[config.mk]
export PLATFORM = sky130hd
export DESIGN_NAME = pe_window_feeder
export DESIGN_NICKNAME = d
export VERILOG_FILES = /design/src/rtl/pe_window_feeder.sv
export SDC_FILE = /design/constraint.sdc
export NUM_CORES = 1
export LEC_CHECK = 0
export ABC_AREA = 0
export CORE_AREA = 2 2 116 202
export CTS_CLUSTER_DIAMETER = 150
export DETAILED_ROUTE_END_ITERATION = 10
export DIE_AREA = 0 0 118 204
export GPL_TIMING_DRIVEN = 0
export PLACE_DENSITY = 0.78
export SYNTH_ARGS = -nofsm -noshare
export SYNTH_HDL_FRONTEND = slang
export SYNTH_SLANG_ARGS = --single-unit
[constraint.sdc]
create_clock -name clk -period 4.29 [get_ports clk]
set_input_delay 1.287 -clock clk [delete_from_list [all_inputs] [get_ports clk]]
set_output_delay 1.287 -clock clk [all_outputs]
set_load 0.03 [all_outputs]
[src/rtl/pe_window_feeder.sv]
// Window feeder for a single PE: holds a 3x3 weight set and two ping-pong
// pixel banks, streams (pixel, weight) pairs per window, captures the PE
// result and hands it downstream on a valid/ready port.
//
// state    | meaning
// ---------+-------------------------------------------------------------
// S_IDLE   | waiting for start; buffers freely writable
// S_STREAM | driving one tap per cycle with mode_o high
// S_WAIT   | waiting for the PE end-of-window pulse, down-counting timeout
// S_HOLD   | result presented, waiting for res_ready
// S_FIN    | one-cycle done pulse, then back to idle
module pe_window_feeder #(
    parameter int DATA_W  = 8,
    parameter int TAPS    = 9,
    parameter int TIMEOUT = 16
) (
    input  logic              clk,
    input  logic              rst,
    input  logic              start,
    input  logic [7:0]        num_win,
    input  logic              ld_en,
    input  logic [1:0]        ld_sel,
    input  logic [3:0]        ld_addr,
    input  logic [DATA_W-1:0] ld_data,
    output logic              ld_err,
    output logic [DATA_W-1:0] pe_in,
    output logic [DATA_W-1:0] pe_filter,
    output logic              mode_o,
    input  logic [DATA_W-1:0] pe_out_i,
    input  logic              single_count_9_i,
    output logic [DATA_W-1:0] res_data,
    output logic              res_valid,
    input  logic              res_ready,
    output logic              busy,
    output logic              done,
    output logic              err_timeout
);
    localparam int TAP_W = $clog2(TAPS);
    localparam int TMR_W = $clog2(TIMEOUT + 1);
    localparam logic [TAP_W-1:0] TAP_LAST = TAP_W'(TAPS - 1);
    localparam logic [TMR_W-1:0] TMR_LOAD = TMR_W'(TIMEOUT - 1);

    typedef enum logic [2:0] {S_IDLE, S_STREAM, S_WAIT, S_HOLD, S_FIN} state_t;

    state_t            state_q, state_d;
    logic [TAP_W-1:0]  tap_q, tap_d;
    logic [TMR_W-1:0]  tmr_q, tmr_d;
    logic [7:0]        win_q, win_d;
    logic [7:0]        num_q, num_d;
    // index 0/1 are the pixel banks, index 2 the weights
    logic [DATA_W-1:0] mem_q [3][TAPS];
    logic [DATA_W-1:0] mem_d [3][TAPS];
    logic [DATA_W-1:0] pe_in_q, pe_in_d;
    logic [DATA_W-1:0] pe_filter_q, pe_filter_d;
    logic              mode_q, mode_d;
    logic [DATA_W-1:0] res_data_q, res_data_d;
    logic              res_valid_q, res_valid_d;
    logic              busy_q, busy_d;
    logic              done_q, done_d;
    logic              err_timeout_q, err_timeout_d;
    logic              ld_err_q, ld_err_d;
    logic              ld_bad;
    logic              advance;

    // Load port: reject reserved targets, out-of-range taps, and anything the
    // current window may be reading; the write lands in mem_d so a window
    // launched on the same edge already sees it.
    always_comb begin
        mem_d  = mem_q;
        ld_bad = (ld_sel == 2'd3) || (ld_addr > 4'(TAPS - 1)) ||
                 ((state_q != S_IDLE) &&
                  ((ld_sel == 2'd2) || (ld_sel == {1'b0, win_q[0]})));
        ld_err_d = ld_en && ld_bad;
        if (ld_en && !ld_bad) begin
            mem_d[ld_sel][ld_addr[TAP_W-1:0]] = ld_data;
        end
    end

    // Next-state logic plus registered-output computation.
    always_comb begin
        state_d       = state_q;
        tap_d         = tap_q;
        tmr_d         = tmr_q;
        win_d         = win_q;
        num_d         = num_q;
        res_data_d    = res_data_q;
        res_valid_d   = res_valid_q;
        err_timeout_d = err_timeout_q;
        advance       = 1'b0;

        case (state_q)
            S_IDLE: begin
                if (start) begin
                    err_timeout_d = 1'b0;
                    num_d         = num_win;
                    win_d         = 8'd0;
                    tap_d         = '0;
                    state_d       = (num_win == 8'd0) ? S_FIN : S_STREAM;
                end
            end
            S_STREAM: begin
                if (tap_q == TAP_LAST) begin
                    state_d = S_WAIT;
                    tmr_d   = TMR_LOAD;
                end else begin
                    tap_d = tap_q + TAP_W'(1);
                end
            end
            S_WAIT: begin
                if (single_count_9_i) begin
                    res_data_d  = pe_out_i;
                    res_valid_d = 1'b1;
                    state_d     = S_HOLD;
                end else if (tmr_q == '0) begin
                    // window dropped; move on as though it had been accepted
                    err_timeout_d = 1'b1;
                    advance       = 1'b1;
                end else begin
                    tmr_d = tmr_q - TMR_W'(1);
                end
            end
            S_HOLD: begin
                if (res_ready) begin
                    res_valid_d = 1'b0;
                    advance     = 1'b1;
                end
            end
            S_FIN: begin
                state_d = S_IDLE;
            end
            default: begin
                state_d = S_IDLE;
            end
        endcase

        if (advance) begin
            win_d = win_q + 8'd1;
            tap_d = '0;
            state_d = (win_q + 8'd1 == num_q) ? S_FIN : S_STREAM;
        end

        mode_d      = (state_d == S_STREAM);
        pe_in_d     = mode_d ? mem_d[{1'b0, win_d[0]}][tap_d] : '0;
        pe_filter_d = mode_d ? mem_d[2][tap_d] : '0;
        busy_d      = (state_d != S_IDLE);
        done_d      = (state_d == S_FIN);
    end

    // State, buffers and all outputs registered; synchronous reset clears all.
    always_ff @(posedge clk) begin
        if (rst) begin
            state_q       <= S_IDLE;
            tap_q         <= '0;
            tmr_q         <= '0;
            win_q         <= '0;
            num_q         <= '0;
            pe_in_q       <= '0;
            pe_filter_q   <= '0;
            mode_q        <= 1'b0;
            res_data_q    <= '0;
            res_valid_q   <= 1'b0;
            busy_q        <= 1'b0;
            done_q        <= 1'b0;
            err_timeout_q <= 1'b0;
            ld_err_q      <= 1'b0;
            for (int b = 0; b < 3; b++) begin
                for (int t = 0; t < TAPS; t++) begin
                    mem_q[b][t] <= '0;
                end
            end
        end else begin
            state_q       <= state_d;
            tap_q         <= tap_d;
            tmr_q         <= tmr_d;
            win_q         <= win_d;
            num_q         <= num_d;
            pe_in_q       <= pe_in_d;
            pe_filter_q   <= pe_filter_d;
            mode_q        <= mode_d;
            res_data_q    <= res_data_d;
            res_valid_q   <= res_valid_d;
            busy_q        <= busy_d;
            done_q        <= done_d;
            err_timeout_q <= err_timeout_d;
            ld_err_q      <= ld_err_d;
            mem_q         <= mem_d;
        end
    end

    assign pe_in       = pe_in_q;
    assign pe_filter   = pe_filter_q;
    assign mode_o      = mode_q;
    assign res_data    = res_data_q;
    assign res_valid   = res_valid_q;
    assign busy        = busy_q;
    assign done        = done_q;
    assign err_timeout = err_timeout_q;
    assign ld_err      = ld_err_q;

endmodule

==> results of run 1 <==
## how the worst max path moves through the flow
stage                                 from                       to  slack (ns)  depth (start not counted)
after CTS                            ld_en      pe_in[5]$_SDFF_PP0_       0.003                         11
final                     single_count_9_i  pe_filter[7]$_SDFF_PP0_       -0.03                          9
after detailed placement  single_count_9_i      pe_in[4]$_SDFF_PP0_       -1.10                         10
after floorplan                 ld_addr[1]      pe_in[6]$_SDFF_PP0_        0.68                         10
after global routing            ld_addr[0]      pe_in[2]$_SDFF_PP0_       -0.04                         12
after global placement               start      pe_in[5]$_SDFF_PP0_       -1.74                          9
## cell usage after synthesis (20+ instances only)
library cell / instances / share of area, %
o22ai_1: 34 / 1.6
a21oi_1: 236 / 8.9
buf_2: 20 / 0.76
o21ai_0: 41 / 1.6
o211ai_1: 40 / 2.3
nor3_1: 69 / 2.6
clkbuf_1: 109 / 3.1
dfxtp_1: 274 / 42
nand2_1: 430 / 12
mux2i_1: 32 / 2.4
nand3_1: 77 / 2.9
nor2_1: 140 / 4.0
## registers in the layout, indices dropped and copies added, names as in the netlist
name / cells
tmr_q: 5
done: 1
ld_err: 1
pe_in: 8
busy: 1
res_data: 8
tap_q: 4
res_valid: 1
win_q: 8
mode_o: 1
num_q: 8
err_timeout: 1
pe_filter: 8
mem_q: 216
state_q: 3
## final cells by class
class | count | area (um2) | area share [%]
multi-input cells | 1355 | 7250 | 47.3
plain buffers | 139 | 587 | 3.83
clock inverters | 12 | 198 | 1.29
inverters | 11 | 41.3 | 0.269
well taps | 300 | 375 | 2.45
clock buffers | 32 | 734 | 4.79
repair buffers | 68 | 666 | 4.34
flip-flops and latches | 274 | 5490 | 35.8
## layout by cell type, fill, tap and decap left out, drive strengths merged, types with 14 or more instances in the layout
cell type,n
nand2,430
dfxtp,274
a21oi,236
clkbuf,141
nor2,140
nand3,77
nor3,69
clkdlybuf4s50,62
o21ai,50
o211ai,40
o22ai,34
buf,34
mux2i,32
or3,19
a311oi,18
nor4,15
o32ai,14
## cells by family (layout without fill, tap and decap cells)
kind of cell             count (synthesis)  after routing  synth area share (%)
multiplexers                            40             40                  3.11
adder cells (fa/ha/maj)                  5              5                 0.473
flip-flops                             274            274                  41.5
AO/OA/AOI/OAI                          482            482                  22.5
AND/OR/NAND/NOR                        814            814                  26.9
XOR/XNOR                                14             14                 0.928
buffers and inverters                  150            262                  4.51
## repair_timing
action                     CTS  global route
setup endpoints to repair   16            16
buffers inserted             2             2
pin swaps                    1             2
gates cloned                 0             0
resized for setup           18            35
## power by group
part	internal, mW	total [mW]	leakage [nW]	switching (mW)
Combinational	0.180	0.660	2.41	0.480
Sequential	2.57	2.59	2.21	0.0170
Clock	1.51	2.55	0.454	1.04
Total	4.26	5.80	5.08	1.54
## worst reg2reg max path: cells and delay by family (launching register included)
family | cells | cell delay [ns]
AND/OR/NAND/NOR | 4 | 1.65
buffers and inverters | 2 | 0.83
AO/OA/AOI/OAI | 3 | 1.09
flip-flops | 1 | 0.39
## per-stage QoR
step	power (mW)	utilization, %	cells
4_1_cts	5.74	67.5	2189
5_1_grt	5.89	68.0	2191
3_3_place_gp	3.25	63.0	2141
6_report	5.80	68.0	2191
3_5_place_dp	3.25	63.1	2143
2_1_floorplan	2.98	-	1779
## metal layers
layer  part of all wire [%]  wire (um)  up-vias
li1                       -          -     6507
met1                     33      18200     6601
met2                     46      25600     1047
met3                     11       6010      331
met4                     11       6120        2
met5                  0.014          8        -
==> reports/qor.yml, run 1 <==
sta:
  rsz0062_at_grt: "yes"
  fin_crit_sh_pct: 101
  drv_slew: 0
  period_minus_slack_ns: 4.32
  slew_headroom_pct: 22.2
  hold_ws_ns: 0.454
  fmax_mhz: 231
  tightest_slew_ns: 1.17
  timing.final.ws_setup_ns: -0.0331
  skew_ns: 0.0110
  hold_viol: 0
  setup_viol: 3
  fin_setup_tns_ns: -0.0656
detailed_routing:
  vias_per_cell: 6.61
  drc: 0
  ant_nets: 0
  wl_per_cell_um: 25.5
  wirelength_um: 55900
  drt_iter0_drc: 2006
  vias: 14500
  firstDrtPassIters: 6
global_routing:
  met1_usage_pct: 47.9
  grt_pass1_vias: 14000
  grt_pass1_wl_um: 82700
  grt_max_degree: 16
  busiest_layer: "met2"
  antenna_found_initial: 1
  grt_use_total_pct: 45.5
  use_met3_pct: 10.5
  globalRouteOverflowTotal: 0
  met2_usage_pct: 74.4
critical_path:
  path_class: "primary input to register"
  endpoint_kind: "register"
  crit_family: "buffers and inverters"
  worstPathMaxFanout: 10
  setup.worst_path.start_class: "primary input"
  critPathMaxStageDelay_ns: 0.64
  reg2reg_depth: 9
  cp_slowest_cell: "clkdlybuf4s50_1"
  cp.buffers_inverters: 3
  worst_ep_arrival_time_ns: 4.71
  path_cells: "clkdlybuf4s50_1 > o41a_1 > buf_2 > nor4_1 > a21oi_1 > nor3b_4 > nand2_1 > clkbuf_1 > o41ai_1"
  reg2reg_slack_ns: 0.20
  required_ns: 4.68
  rr_startpoint: "state_q[0]$_SDFF_PP0_"
  worstReg2RegEnd: "pe_in[7]$_SDFF_PP0_"
pwr:
  power_density_nw_per_um2: 378
  leakage_nw: 5.08
  peakVddDrop_uv: 321
placement:
  dp_hpwl_um: 40400
  place_area_um2: 14200
  port_buffers: 62
  dpl_worst_slack_ns: -1.10
  gp_congestion: 1.07
floorplan:
  num_io_pins: 66
  fp-row-count: 73
  start_util_pct: 58.6
  fp.dieW_um: 118
  coreArea_um2: 22600
  die_h_um: 204
  die_area_um2: 24100
synth:
  yosysSeqAreaShare_pct: 41.5
  yosys_warnings: 0
  synth-seq-cells: 274
  syn_area_um2: 13200
  avgSynthCellArea_um2: 7.43
  synthFlopType: "dfxtp_1"
  synth_cell_types: 63
  synth_edf_count: 0
  async_reset_ff_share_pct: 0
  syn_inst: 1779
  syn-num-nets: 1820
cts:
  htree_levels: 1
  tritoncts: "built"
  hold_buffers: 0
  clockBufferDepth: 3
  clockRootBuffer: "clkbuf_16"
  cts_buffers: 26
  cts.clk_slew.worst_paths_ns: 0.07
  cts_sinks: 274
  clock_latency_ns: 0.56
min_path:
  hold-path-cell-count: 2
  min_to: "res_valid$_SDFFE_PP0P_"
  hp-class: "register to register"
  min_from: "res_valid$_SDFFE_PP0P_"
finish:
  fin_nets: 1916
  nFillCells: 1949
  antenna_cells: 0
  area_delta_synth_final_pct: 16.0
  final_layout_size_suffix_gt1_share_pct: 6.66
  postLayoutCellArea_um2: 15300
run_status:
  status: "finished, violations left"
  violations: "negative setup slack"
flow_run:
  cap_violations: 0
Power figures use the tool's default switching activity.
==> inputs of run 2 (changes only) <==
clock period = 4.46 ns   (was 4.29 ns; I/O delays follow)
==> run 2 against run 1 <==
- the flow now finishes without violations
- non-clock buffer count down 2
- via count up 0.14%
- total power down 3.9%
- die area unchanged
- clock skew down 0.0013 ns
- setup slack better by 0.038 ns
- final cell count about the same
- critical path depth up 2
- worst hold slack worse by 0.0016 ns
- global-route usage down 0.071 points
- critical path type unchanged
- critical endpoint is now pe_in[4]$_SDFF_PP0_
==> reports/qor.yml, run 2 (same netlist as run 1, synthesis figures left out) <==
critical_path:
  endpoint_kind: "register"  # unchanged
  path_cells: "clkdlybuf4s50_1 > o41a_1 > nand3_2 > nand2_1 > buf_2 > buf_2 > a311oi_1 > a31oi_1 > a21oi_1 > and4_1 > o32ai_1"  # was clkdlybuf4s50_1 > o41a_1 > buf_2 > nor4_1 > a21oi_1 > nor3b_4 > nand2_1 > clkbuf_1 > o41ai_1
  critPathMaxStageDelay_ns: 0.55  # was 0.64 ns
  worstPathMaxFanout: 10  # unchanged
  rr_startpoint: "state_q[0]$_SDFF_PP0_"  # unchanged
  cp.buffers_inverters: 3  # unchanged
  cp_slowest_cell: "clkdlybuf4s50_1"  # unchanged
  reg2reg_slack_ns: 0.33  # was 0.20 ns
  required_ns: 4.85  # was 4.68 ns
  reg2reg_depth: 9  # unchanged
  crit_family: "compound AO/OA/AOI/OAI gates"  # was buffers and inverters
  crit_path_frequent_cell: "buf_2"
  setup.worst_path.start_class: "primary input"  # unchanged
  worst_ep_arrival_time_ns: 4.85  # was 4.71 ns
  path_class: "primary input to register"  # unchanged
  worstReg2RegEnd: "pe_in[7]$_SDFF_PP0_"  # unchanged
floorplan:
  coreArea_um2: 22600  # unchanged
  num_io_pins: 66  # unchanged
  fp.dieW_um: 118  # unchanged
  fp-row-count: 73  # unchanged
  die_h_um: 204  # unchanged
  start_util_pct: 58.6  # unchanged
  die_area_um2: 24100  # unchanged
finish:
  registers.top_by_ff_count: "mem_q"  # unchanged
  antenna_cells: 0  # unchanged
  layout_commonest_cell: "nand2_1"  # unchanged
  postLayoutCellArea_um2: 15300  # about the same
  nFillCells: 1952  # was 1949
  final_layout_size_suffix_gt1_share_pct: 6.09  # was 6.66%
  fin_nets: 1914  # was 1916
  area_delta_synth_final_pct: 15.6  # was 16.0%
  layout_common_cells: "430 x nand2_1, 274 x dfxtp_1, 235 x a21oi_1"  # was 429 x nand2_1, 274 x dfxtp_1, 235 x a21oi_1
  largest_register_ffs: 216  # unchanged
detailed_routing:
  wirelength_um: 55800  # was 55900 um
  wl_per_cell_um: 25.5  # about the same
  vias: 14500  # about the same
  drc: 0  # unchanged
  ant_nets: 0  # unchanged
  firstDrtPassIters: 7  # was 6
  drt_iter0_drc: 1792  # was 2006
  vias_per_cell: 6.63  # was 6.61
placement:
  dpl_worst_slack_ns: -0.982  # was -1.10 ns
  port_buffers: 62  # unchanged
  place_area_um2: 14200  # unchanged
  dp_hpwl_um: 40400  # unchanged
  gp_congestion: 1.07  # unchanged
pwr:
  p_switching_mw: 1.48  # was 1.54 mW
  power_density_nw_per_um2: 365  # was 378 nW/um2
  peakVddDrop_uv: 313  # was 321 uV
  power_mw: 5.58  # was 5.80 mW
  share_seq_of_total_power_pct: 44.6  # about the same
  p_comb_share_pct: 11.3  # was 11.4%
  p_sw_share_pct: 26.5  # about the same
  internal-power_mw: 4.10  # was 4.26 mW
  clockPowerShare_pct: 44.1  # was 44.0%
  leakage_nw: 5.06  # was 5.08 nW
cts:
  clockRootBuffer: "clkbuf_16"  # unchanged
  cts.clk_slew.worst_paths_ns: 0.06  # was 0.07 ns
  clockBufferDepth: 3  # unchanged
  cts_buffers: 26  # unchanged
  htree_levels: 1  # unchanged
  hold_buffers: 0  # unchanged
  tritoncts: "built"  # unchanged
  clock_latency_ns: 0.56  # about the same
  cts_sinks: 274  # unchanged
sta:
  hold_viol: 0  # unchanged
  timing.final.ws_setup_ns: 0.00502  # was -0.0331 ns
  rsz0062_at_grt: "yes"  # unchanged
  tightest_slew_ns: 1.13  # was 1.17 ns
  drv_slew: 0  # unchanged
  fin_crit_sh_pct: 99.9
  slew_headroom_pct: 24.9  # was 22.2%
  fin_setup_tns_ns: 0  # was -0.0656 ns
  skew_ns: 0.00970  # was 0.0110 ns
  period_minus_slack_ns: 4.45
  fmax_mhz: 224
  hold_ws_ns: 0.452  # was 0.454 ns
  setup_viol: 0  # was 3
run_status:
  status: "finished clean"  # was finished, violations left
min_path:
  min_from: "res_valid$_SDFFE_PP0P_"  # unchanged
  min_to: "res_valid$_SDFFE_PP0P_"  # unchanged
  hold-path-cell-count: 2  # unchanged
  hp-class: "register to register"  # unchanged
flow_run:
  cap_violations: 0  # unchanged
global_routing:
  antenna_found_initial: 1  # unchanged
  grt_use_total_pct: 45.4  # was 45.5%
  grt_pass1_wl_um: 82500  # was 82700 um
  grt_pass1_vias: 14000  # about the same
  globalRouteOverflowTotal: 0  # unchanged
  grt_max_degree: 16  # unchanged
-- run 2: changes by cell type in the layout (fill, tap and decap cells not counted), moves of 2 or more --
cell / delta
buf_4: -3
nor2_1: +3
buf_1: +2
nor2_2: -3
-- run 2: repair_timing --
item / CTS / global route
endpoints found under the setup margin: 16 / 15
resized for setup: 10 / 32
pin swaps: 1 / 0
buffers inserted: 2 / 0
-- run 2: worst max-delay path by stage --
stage,startpoint,endpoint,depth (start not counted)
finish,single_count_9_i,pe_in[4]$_SDFF_PP0_,11
global route,ld_addr[2],pe_in[3]$_SDFF_PP0_,11
CTS,ld_addr[0],pe_in[2]$_SDFF_PP0_,11
detailed placement,single_count_9_i,pe_in[4]$_SDFF_PP0_,10
global placement,start,pe_in[5]$_SDFF_PP0_,9
floorplan,ld_addr[1],pe_in[6]$_SDFF_PP0_,10
-- run 2: power by group through the flow --
stage | Combinational, mW | Sequential (mW) | Clock [mW]
after CTS | 0.589 | 2.49 | 2.45
after floorplan | 0.313 | 2.56 | 0
after detailed placement | 0.583 | 2.54 | 0
after global placement | 0.581 | 2.54 | 0
final | 0.630 | 2.49 | 2.46
after global routing | 0.642 | 2.49 | 2.53
-- run 2: metal layers --
| layer | vias up | track usage (%) | wire length [um] |
|---|---|---|---|
| met5 | - | 0 | 13 |
| met4 | 2 | 43.2 | 6270 |
| met3 | 350 | 10.4 | 6150 |
| met2 | 1079 | 74.3 | 25400 |
| met1 | 6571 | 47.8 | 18000 |
| li1 | 6507 | - | - |
-- run 2: layout make-up --
class                      instances  area, um2  share of cell area [%]
multi-input combinational       1355       7210                    47.2
sequential                       274       5490                    35.9
clock buffer                      32        734                    4.81
timing repair buffer              66        651                    4.26
buffer                           139        581                    3.80
tap                              300        375                    2.46
clock inverter                    12        198                    1.29
inverter                          11       41.3                   0.270
-- run 2: stage by stage --
step | util (%) | instances
6_report | 67.7 | 2189
5_1_grt | 67.7 | 2189
4_1_cts | 67.4 | 2189
3_5_place_dp | 63.1 | 2143
3_3_place_gp | 63.0 | 2141
2_1_floorplan | - | 1779
-- run 2: worst register-to-register path, delay by kind of cell (launching register included) --
family,cells,cell delay (ns)
buf+inv,2,0.80
simple gates,4,1.70
compound gates,3,1.11
flops,1,0.39
